<file path="src/rtl/c1126_pkg.sv">
// Shared widths and packer state encoding for the c1126 output packer slice.
package c1126_pkg;

   localparam int NIB_W  = 4;
   localparam int BYTE_W = 8;

   typedef enum logic {
      PK_EMPTY = 1'b0,
      PK_HALF  = 1'b1
   } pack_state_t;

   // The first nibble of a pair always lands in the low half of the byte.
   function automatic logic [BYTE_W-1:0] pack_byte(input logic [NIB_W-1:0] hi,
                                                   input logic [NIB_W-1:0] lo);
      return {hi, lo};
   endfunction

endpackage

</file>
<file path="src/rtl/c1126_out_packer_if.sv">
// Nibble input and byte valid/ready output bundle of the c1126 output packer.
interface c1126_out_packer_if;
   import c1126_pkg::*;

   logic [NIB_W-1:0]  o_in;
   logic              o_vld;
   logic              flush;
   logic [BYTE_W-1:0] byte_out;
   logic              byte_vld;
   logic              byte_rdy;

   modport master (
      output o_in, o_vld, flush, byte_rdy,
      input  byte_out, byte_vld
   );

   modport slave (
      input  o_in, o_vld, flush, byte_rdy,
      output byte_out, byte_vld
   );

endinterface

</file>
<file path="src/rtl/c1126_byte_fifo.sv">
// First-word-fall-through byte FIFO; occupancy is counted separately from the pointers.
module c1126_byte_fifo
   import c1126_pkg::*;
#(
   parameter int DEPTH = 4
)
(
   input  logic                    clk,
   input  logic                    rst,
   input  logic                    push,
   input  logic [BYTE_W-1:0]       din,
   input  logic                    pop,
   output logic [BYTE_W-1:0]       dout,
   output logic [$clog2(DEPTH):0]  fill,
   output logic                    full,
   output logic                    empty
);

   localparam int AW = $clog2(DEPTH);
   localparam logic [AW:0] FULL_CNT = DEPTH[AW:0];

   logic [BYTE_W-1:0] mem [DEPTH];
   logic [AW-1:0]     wr_ptr_reg;
   logic [AW-1:0]     rd_ptr_reg;
   logic [AW:0]       fill_reg;
   logic              do_push;
   logic              do_pop;

   assign empty = (fill_reg == '0);
   assign full  = (fill_reg == FULL_CNT);
   assign fill  = fill_reg;

   // A full FIFO still takes a push when the head leaves in the same cycle.
   assign do_pop  = pop & ~empty;
   assign do_push = push & (~full | do_pop);

   assign dout = empty ? '0 : mem[rd_ptr_reg];

   always_ff @(posedge clk) begin
      if (do_push)
         mem[wr_ptr_reg] <= din;
   end

   always_ff @(posedge clk or negedge rst) begin
      if (!rst) begin
         wr_ptr_reg <= '0;
         rd_ptr_reg <= '0;
         fill_reg   <= '0;
      end else begin
         if (do_push)
            wr_ptr_reg <= wr_ptr_reg + AW'(1);
         if (do_pop)
            rd_ptr_reg <= rd_ptr_reg + AW'(1);
         case ({do_push, do_pop})
            2'b10:   fill_reg <= fill_reg + (AW+1)'(1);
            2'b01:   fill_reg <= fill_reg - (AW+1)'(1);
            default: fill_reg <= fill_reg;
         endcase
      end
   end

endmodule

</file>
<file path="src/rtl/c1126_out_packer.sv">
// Packs qualified c1126 output nibbles into bytes, queues them, and counts pattern changes.
module c1126_out_packer
   import c1126_pkg::*;
#(
   parameter int DEPTH = 4,
   parameter int CNT_W = 8
)
(
   input  logic                    clk,
   input  logic                    rst,
   c1126_out_packer_if.slave       bus,
   output logic                    ovf,
   output logic [$clog2(DEPTH):0]  fill,
   output logic [CNT_W-1:0]        chg_cnt
);

   pack_state_t       state_reg, state_next;
   logic [NIB_W-1:0]  lo_reg, lo_next;
   logic [NIB_W-1:0]  last_reg;
   logic              ovf_reg;
   logic [CNT_W-1:0]  chg_cnt_reg;
   logic              push;
   logic [BYTE_W-1:0] push_data;
   logic              pop;
   logic              fifo_full;
   logic              fifo_empty;

   always_comb begin
      state_next = state_reg;
      lo_next    = lo_reg;
      push       = 1'b0;
      push_data  = '0;
      case (state_reg)
         PK_EMPTY: begin
            if (bus.o_vld && bus.flush) begin
               push      = 1'b1;
               push_data = pack_byte('0, bus.o_in);
            end else if (bus.o_vld) begin
               lo_next    = bus.o_in;
               state_next = PK_HALF;
            end
         end
         PK_HALF: begin
            // A new nibble completes the pair even when flush is also high.
            if (bus.o_vld) begin
               push       = 1'b1;
               push_data  = pack_byte(bus.o_in, lo_reg);
               state_next = PK_EMPTY;
            end else if (bus.flush) begin
               push       = 1'b1;
               push_data  = pack_byte('0, lo_reg);
               state_next = PK_EMPTY;
            end
         end
         default: state_next = PK_EMPTY;
      endcase
   end

   assign pop = ~fifo_empty & bus.byte_rdy;

   always_ff @(posedge clk or negedge rst) begin
      if (!rst) begin
         state_reg   <= PK_EMPTY;
         lo_reg      <= '0;
         last_reg    <= '0;
         ovf_reg     <= 1'b0;
         chg_cnt_reg <= '0;
      end else begin
         state_reg <= state_next;
         lo_reg    <= lo_next;
         // Dropped bytes still advance the packer; only the sticky flag records them.
         if (push && fifo_full && !pop)
            ovf_reg <= 1'b1;
         if (bus.o_vld) begin
            last_reg <= bus.o_in;
            if (bus.o_in != last_reg && chg_cnt_reg != '1)
               chg_cnt_reg <= chg_cnt_reg + CNT_W'(1);
         end
      end
   end

   c1126_byte_fifo #(
      .DEPTH (DEPTH)
   ) u_fifo (
      .clk   (clk),
      .rst   (rst),
      .push  (push),
      .din   (push_data),
      .pop   (pop),
      .dout  (bus.byte_out),
      .fill  (fill),
      .full  (fifo_full),
      .empty (fifo_empty)
   );

   assign bus.byte_vld = ~fifo_empty;
   assign ovf          = ovf_reg;
   assign chg_cnt      = chg_cnt_reg;

endmodule
</file>
<file path="src/flat_wrapper.sv">
// flat-port wrapper written by rule: the top's interface ports become plain ports
module c1126_out_packer_flat import c1126_pkg::*;
#(
   parameter int DEPTH = 4,
   parameter int CNT_W = 8
)
  (clk, rst, ovf, fill, chg_cnt, bus_o_in, bus_o_vld, bus_flush, bus_byte_rdy, bus_byte_out, bus_byte_vld);
  c1126_out_packer_if bus_i ();
  input  logic clk;
  input  logic rst;
  output logic ovf;
  output logic [$clog2(DEPTH):0] fill;
  output logic [CNT_W-1:0] chg_cnt;
  input wire logic [$bits(bus_i.o_in)-1:0] bus_o_in;
  input wire logic [$bits(bus_i.o_vld)-1:0] bus_o_vld;
  input wire logic [$bits(bus_i.flush)-1:0] bus_flush;
  input wire logic [$bits(bus_i.byte_rdy)-1:0] bus_byte_rdy;
  output wire logic [$bits(bus_i.byte_out)-1:0] bus_byte_out;
  output wire logic [$bits(bus_i.byte_vld)-1:0] bus_byte_vld;
  assign bus_i.o_in = bus_o_in;
  assign bus_i.o_vld = bus_o_vld;
  assign bus_i.flush = bus_flush;
  assign bus_i.byte_rdy = bus_byte_rdy;
  assign bus_byte_out = bus_i.byte_out;
  assign bus_byte_vld = bus_i.byte_vld;
  c1126_out_packer #(.DEPTH(DEPTH), .CNT_W(CNT_W)) u_core (.clk(clk), .rst(rst), .bus(bus_i), .ovf(ovf), .fill(fill), .chg_cnt(chg_cnt));
endmodule
</file>
<file path="config.mk">
export PLATFORM = sky130hd
export DESIGN_NAME = c1126_out_packer_flat
export DESIGN_NICKNAME = d
export VERILOG_FILES = /design/src/rtl/c1126_pkg.sv /design/src/rtl/c1126_out_packer_if.sv /design/src/rtl/c1126_byte_fifo.sv /design/src/rtl/c1126_out_packer.sv /design/src/flat_wrapper.sv
export SDC_FILE = /design/constraint.sdc
export NUM_CORES = 1
export LEC_CHECK = 0
export BUFFER_PORTS_ARGS = -buffer_cell sky130_fd_sc_hd__buf_2
export CORE_ASPECT_RATIO = 1.4
export CORE_UTILIZATION = 55
export CTS_CLUSTER_DIAMETER = 50
export DETAILED_ROUTE_END_ITERATION = 8
export GPL_ROUTABILITY_DRIVEN = 0
export HOLD_SLACK_MARGIN = 0.06
export PLACE_DENSITY = 0.81
export SYNTH_ARGS = -nofsm -noshare
export SYNTH_HDL_FRONTEND = slang
export SYNTH_SLANG_ARGS = --single-unit
</file>
<file path="constraint.sdc">
create_clock -name clk -period 2.3 [get_ports clk]
set_input_delay 0.69 -clock clk [delete_from_list [all_inputs] [get_ports clk]]
set_output_delay 0.69 -clock clk [all_outputs]
set_load 0.005 [all_outputs]
</file>
==> impl_metrics.yaml <==
cts:
  cts_root_buf: "clkbuf_8"
  cts_inserted_buffers: 9
  cts_tree: "built"
  clk-insertion-delay-late_ps: 330
  clock_path_buffers: 2
  clk_pin_slew_ps: 70
  cts_num_sinks: 57
  htree_levels: 3
  hold_buffers: 0
global_routing:
  grt_max_degree: 26
  grt_util_all_layers_pct: 22.1
  grt_pass1_wl_um: 7820
  grt_overflow: 0
  antenna_found_initial: 0
  grt_pass1_vias: 1628
power:
  p_leak_nw: 1.31
  ir_worst_vdd_uv: 854
  p_per_area_nw_per_um2: 1180
final_layout:
  area_growth_syn_to_layout_pct: 20.1
  nets: 247
  multi_input_area_um2: 1030
  largest_reg_flops: 32
  layout.area.seq_um2: 1590
  final_common_cell: "edfxtp_1"
  final_cell_mix: "edfxtp_1, buf_2, dfrtp_1"
  n_antenna_cell: 0
  nFillCells: 358
  drive_gt1_share_pct: 37.6
floorplanning:
  io_pins: 30
  core_area_um2: 4570
  fp.dieH_um: 84.2
  start_util_pct: 58.0
  num_rows: 29
  die_w_um: 60.7
  dieArea_um2: 5110
drt:
  drc: 0
  wl_per_cell_um: 15.8
  viasPerCell: 5.39
  ant_nets: 0
  drt-initial-drc-count: 36
  dr.pass1.iters: 4
  vias: 1611
  routed_wl_um: 4730
timing:
  setup-tns-final_ps: -57.7
  hold_violations: 0
  rsz0062_at_grt: "true"
  drv_slew: 0
  setup_viol: 6
  fmax_mhz: 431
  timing.final.ws_setup_ps: -22.7
  tightest_slew_ps: 570
  period_needed_ps: 2320
  timing.final.crit_share_pct: 101
  clock-skew-final_ps: 6.10
  relSlewSlack_pct: 62.0
worst_setup_path:
  start_kind: "register"
  crit_end: "bus_byte_out[5]"
  path_cells: "buf_6, mux4_2, and2_1, buf_2"
  cp_slowest_cell: "mux4_2"
  critPathMaxFanout: 5
  r2r_start: "u_core.u_fifo.fill[1]$_DFFE_PN0P_"
  crit_buf_inv: 2
  cp-startpoint: "u_core.u_fifo.rd_ptr_reg[0]$_DFFE_PN0P_"
  reg2reg_slack_ps: 190
  crit_family: "multiplexers"
  max_stage_delay_ps: 500
  worst_ep_arrival_time_ps: 1630
  crit_required_ps: 1610
  reg2regPathDepth: 8
  cp.depth: 4
  r2r-end: "u_core.u_fifo.fill[2]$_DFFE_PN0P_"
  end_kind: "primary output"
  path_class: "register to primary output"
placement:
  hpwl_um: 3240
  portBuffers: 29
  pre_cts_slack_ps: -13.5
run_status:
  violations: "negative setup slack"
  status: "complete, but fails checks"
logic_synthesis:
  synthDistinctLibCells: 42
  ys_ff_latch: 57
  netlist_instances: 188
  synth_edf_count: 32
  syn-num-nets: 203
  synth_top_flop_cell: "edfxtp_1"
  ys.warnings.count: 0
  yosysSeqAreaShare_pct: 59.8
  syn_avg_cell_area_um2: 14.1
  synth_area_um2: 2650
  synthArstFlopShare_pct: 43.9
job:
  drv_cap: 0
worst_hold_path:
  hp-class: "input port to asynchronous set/reset pin"
## synthesized netlist by cell type (all sizes together) (2+ instances only)
| cell | instances | area share, % |
|---|---|---|
| ha | 5 | 2.4 |
| nand3 | 4 | 0.75 |
| o211ai | 2 | 0.57 |
| nor3b | 2 | 0.75 |
| mux2 | 11 | 4.8 |
| nor3 | 3 | 0.57 |
| o21ai | 5 | 0.94 |
| buf | 4 | 0.71 |
| edfxtp | 32 | 36 |
| nor2 | 5 | 0.71 |
| mux4 | 8 | 6.8 |
| clkbuf | 6 | 0.85 |
| nor4b | 3 | 0.99 |
| nand2b | 2 | 0.47 |
| xor2 | 11 | 3.6 |
| and2 | 13 | 3.1 |
| xnor2 | 4 | 1.3 |
| a21oi | 3 | 0.57 |
| nor4 | 3 | 1.3 |
| and3 | 4 | 0.99 |
| nand2 | 10 | 1.4 |
| a22o | 6 | 2.0 |
| nor2b | 2 | 0.47 |
| dfrtp | 25 | 24 |
| inv | 4 | 0.57 |
## report_power, final
group | total [mW] | switching [mW] | internal (mW)
registers | 1.52 | 0.186 | 1.34
logic | 1.36 | 0.579 | 0.776
clock network | 0.899 | 0.402 | 0.496
## metrics by stage
stage	std cells	instance area [um2]	util (%)	power, mW	hold slack [ps]
after floorplan	188	2680	-	2.30	394
after global placement	280	2920	63.9	2.67	436
after detailed placement	280	2920	63.9	2.73	445
after CTS	299	3150	68.8	3.70	342
after global routing	299	3190	69.7	4.02	381
final	299	3190	69.7	3.78	344
## layer usage
metal	wire (um)	up-vias	GRT usage [%]	part of all wire (%)
met4	93	0	11.2	2.0
met1	1920	787	25.6	41
li1	-	778	-	-
met3	150	9	6.47	3.2
met2	2570	37	36.2	54
met5	0	-	0	0
## worst min-delay path by stage
stage / start / end / slack (ps)
after floorplan: rst / u_core.chg_cnt[0]$_DFFE_PN0P_ / 390
after global placement: u_core.ovf$_DFFE_PN0P_ / u_core.ovf$_DFFE_PN0P_ / 440
after detailed placement: u_core.ovf$_DFFE_PN0P_ / u_core.ovf$_DFFE_PN0P_ / 440
after CTS: rst / u_core.chg_cnt[5]$_DFFE_PN0P_ / 340
after global routing: rst / u_core.u_fifo.rd_ptr_reg[0]$_DFFE_PN0P_ / 380
final: rst / u_core.ovf$_DFFE_PN0P_ / 340
## final cells by class
class / count / share of cell area, %
multi-input combinational: 117 / 32.3
sequential: 57 / 49.8
tap: 62 / 2.43
clock buffer: 9 / 3.89
clock inverter: 7 / 2.24
inverter: 4 / 0.471
timing repair buffer: 43 / 8.87
## cells by family after synthesis
logic type / count (synthesis) / share of synthesized area, %
flops: 57 / 59.8
compound gates: 21 / 5.47
mux: 20 / 12.0
xor+xnor: 15 / 4.95
fa+ha+maj: 7 / 3.54
buf+inv: 14 / 2.12
simple gates: 54 / 12.2
## what timing repair did
| item | in CTS | in global routing |
|---|---|---|
| gates cloned | 1 | 0 |
| pin swaps | 5 | 1 |
| setup endpoints to repair | 8 | 8 |
| gates resized for setup | 3 | 11 |
| setup buffers | 2 | 0 |
No activity file was read; power rests on OpenSTA's default activity.
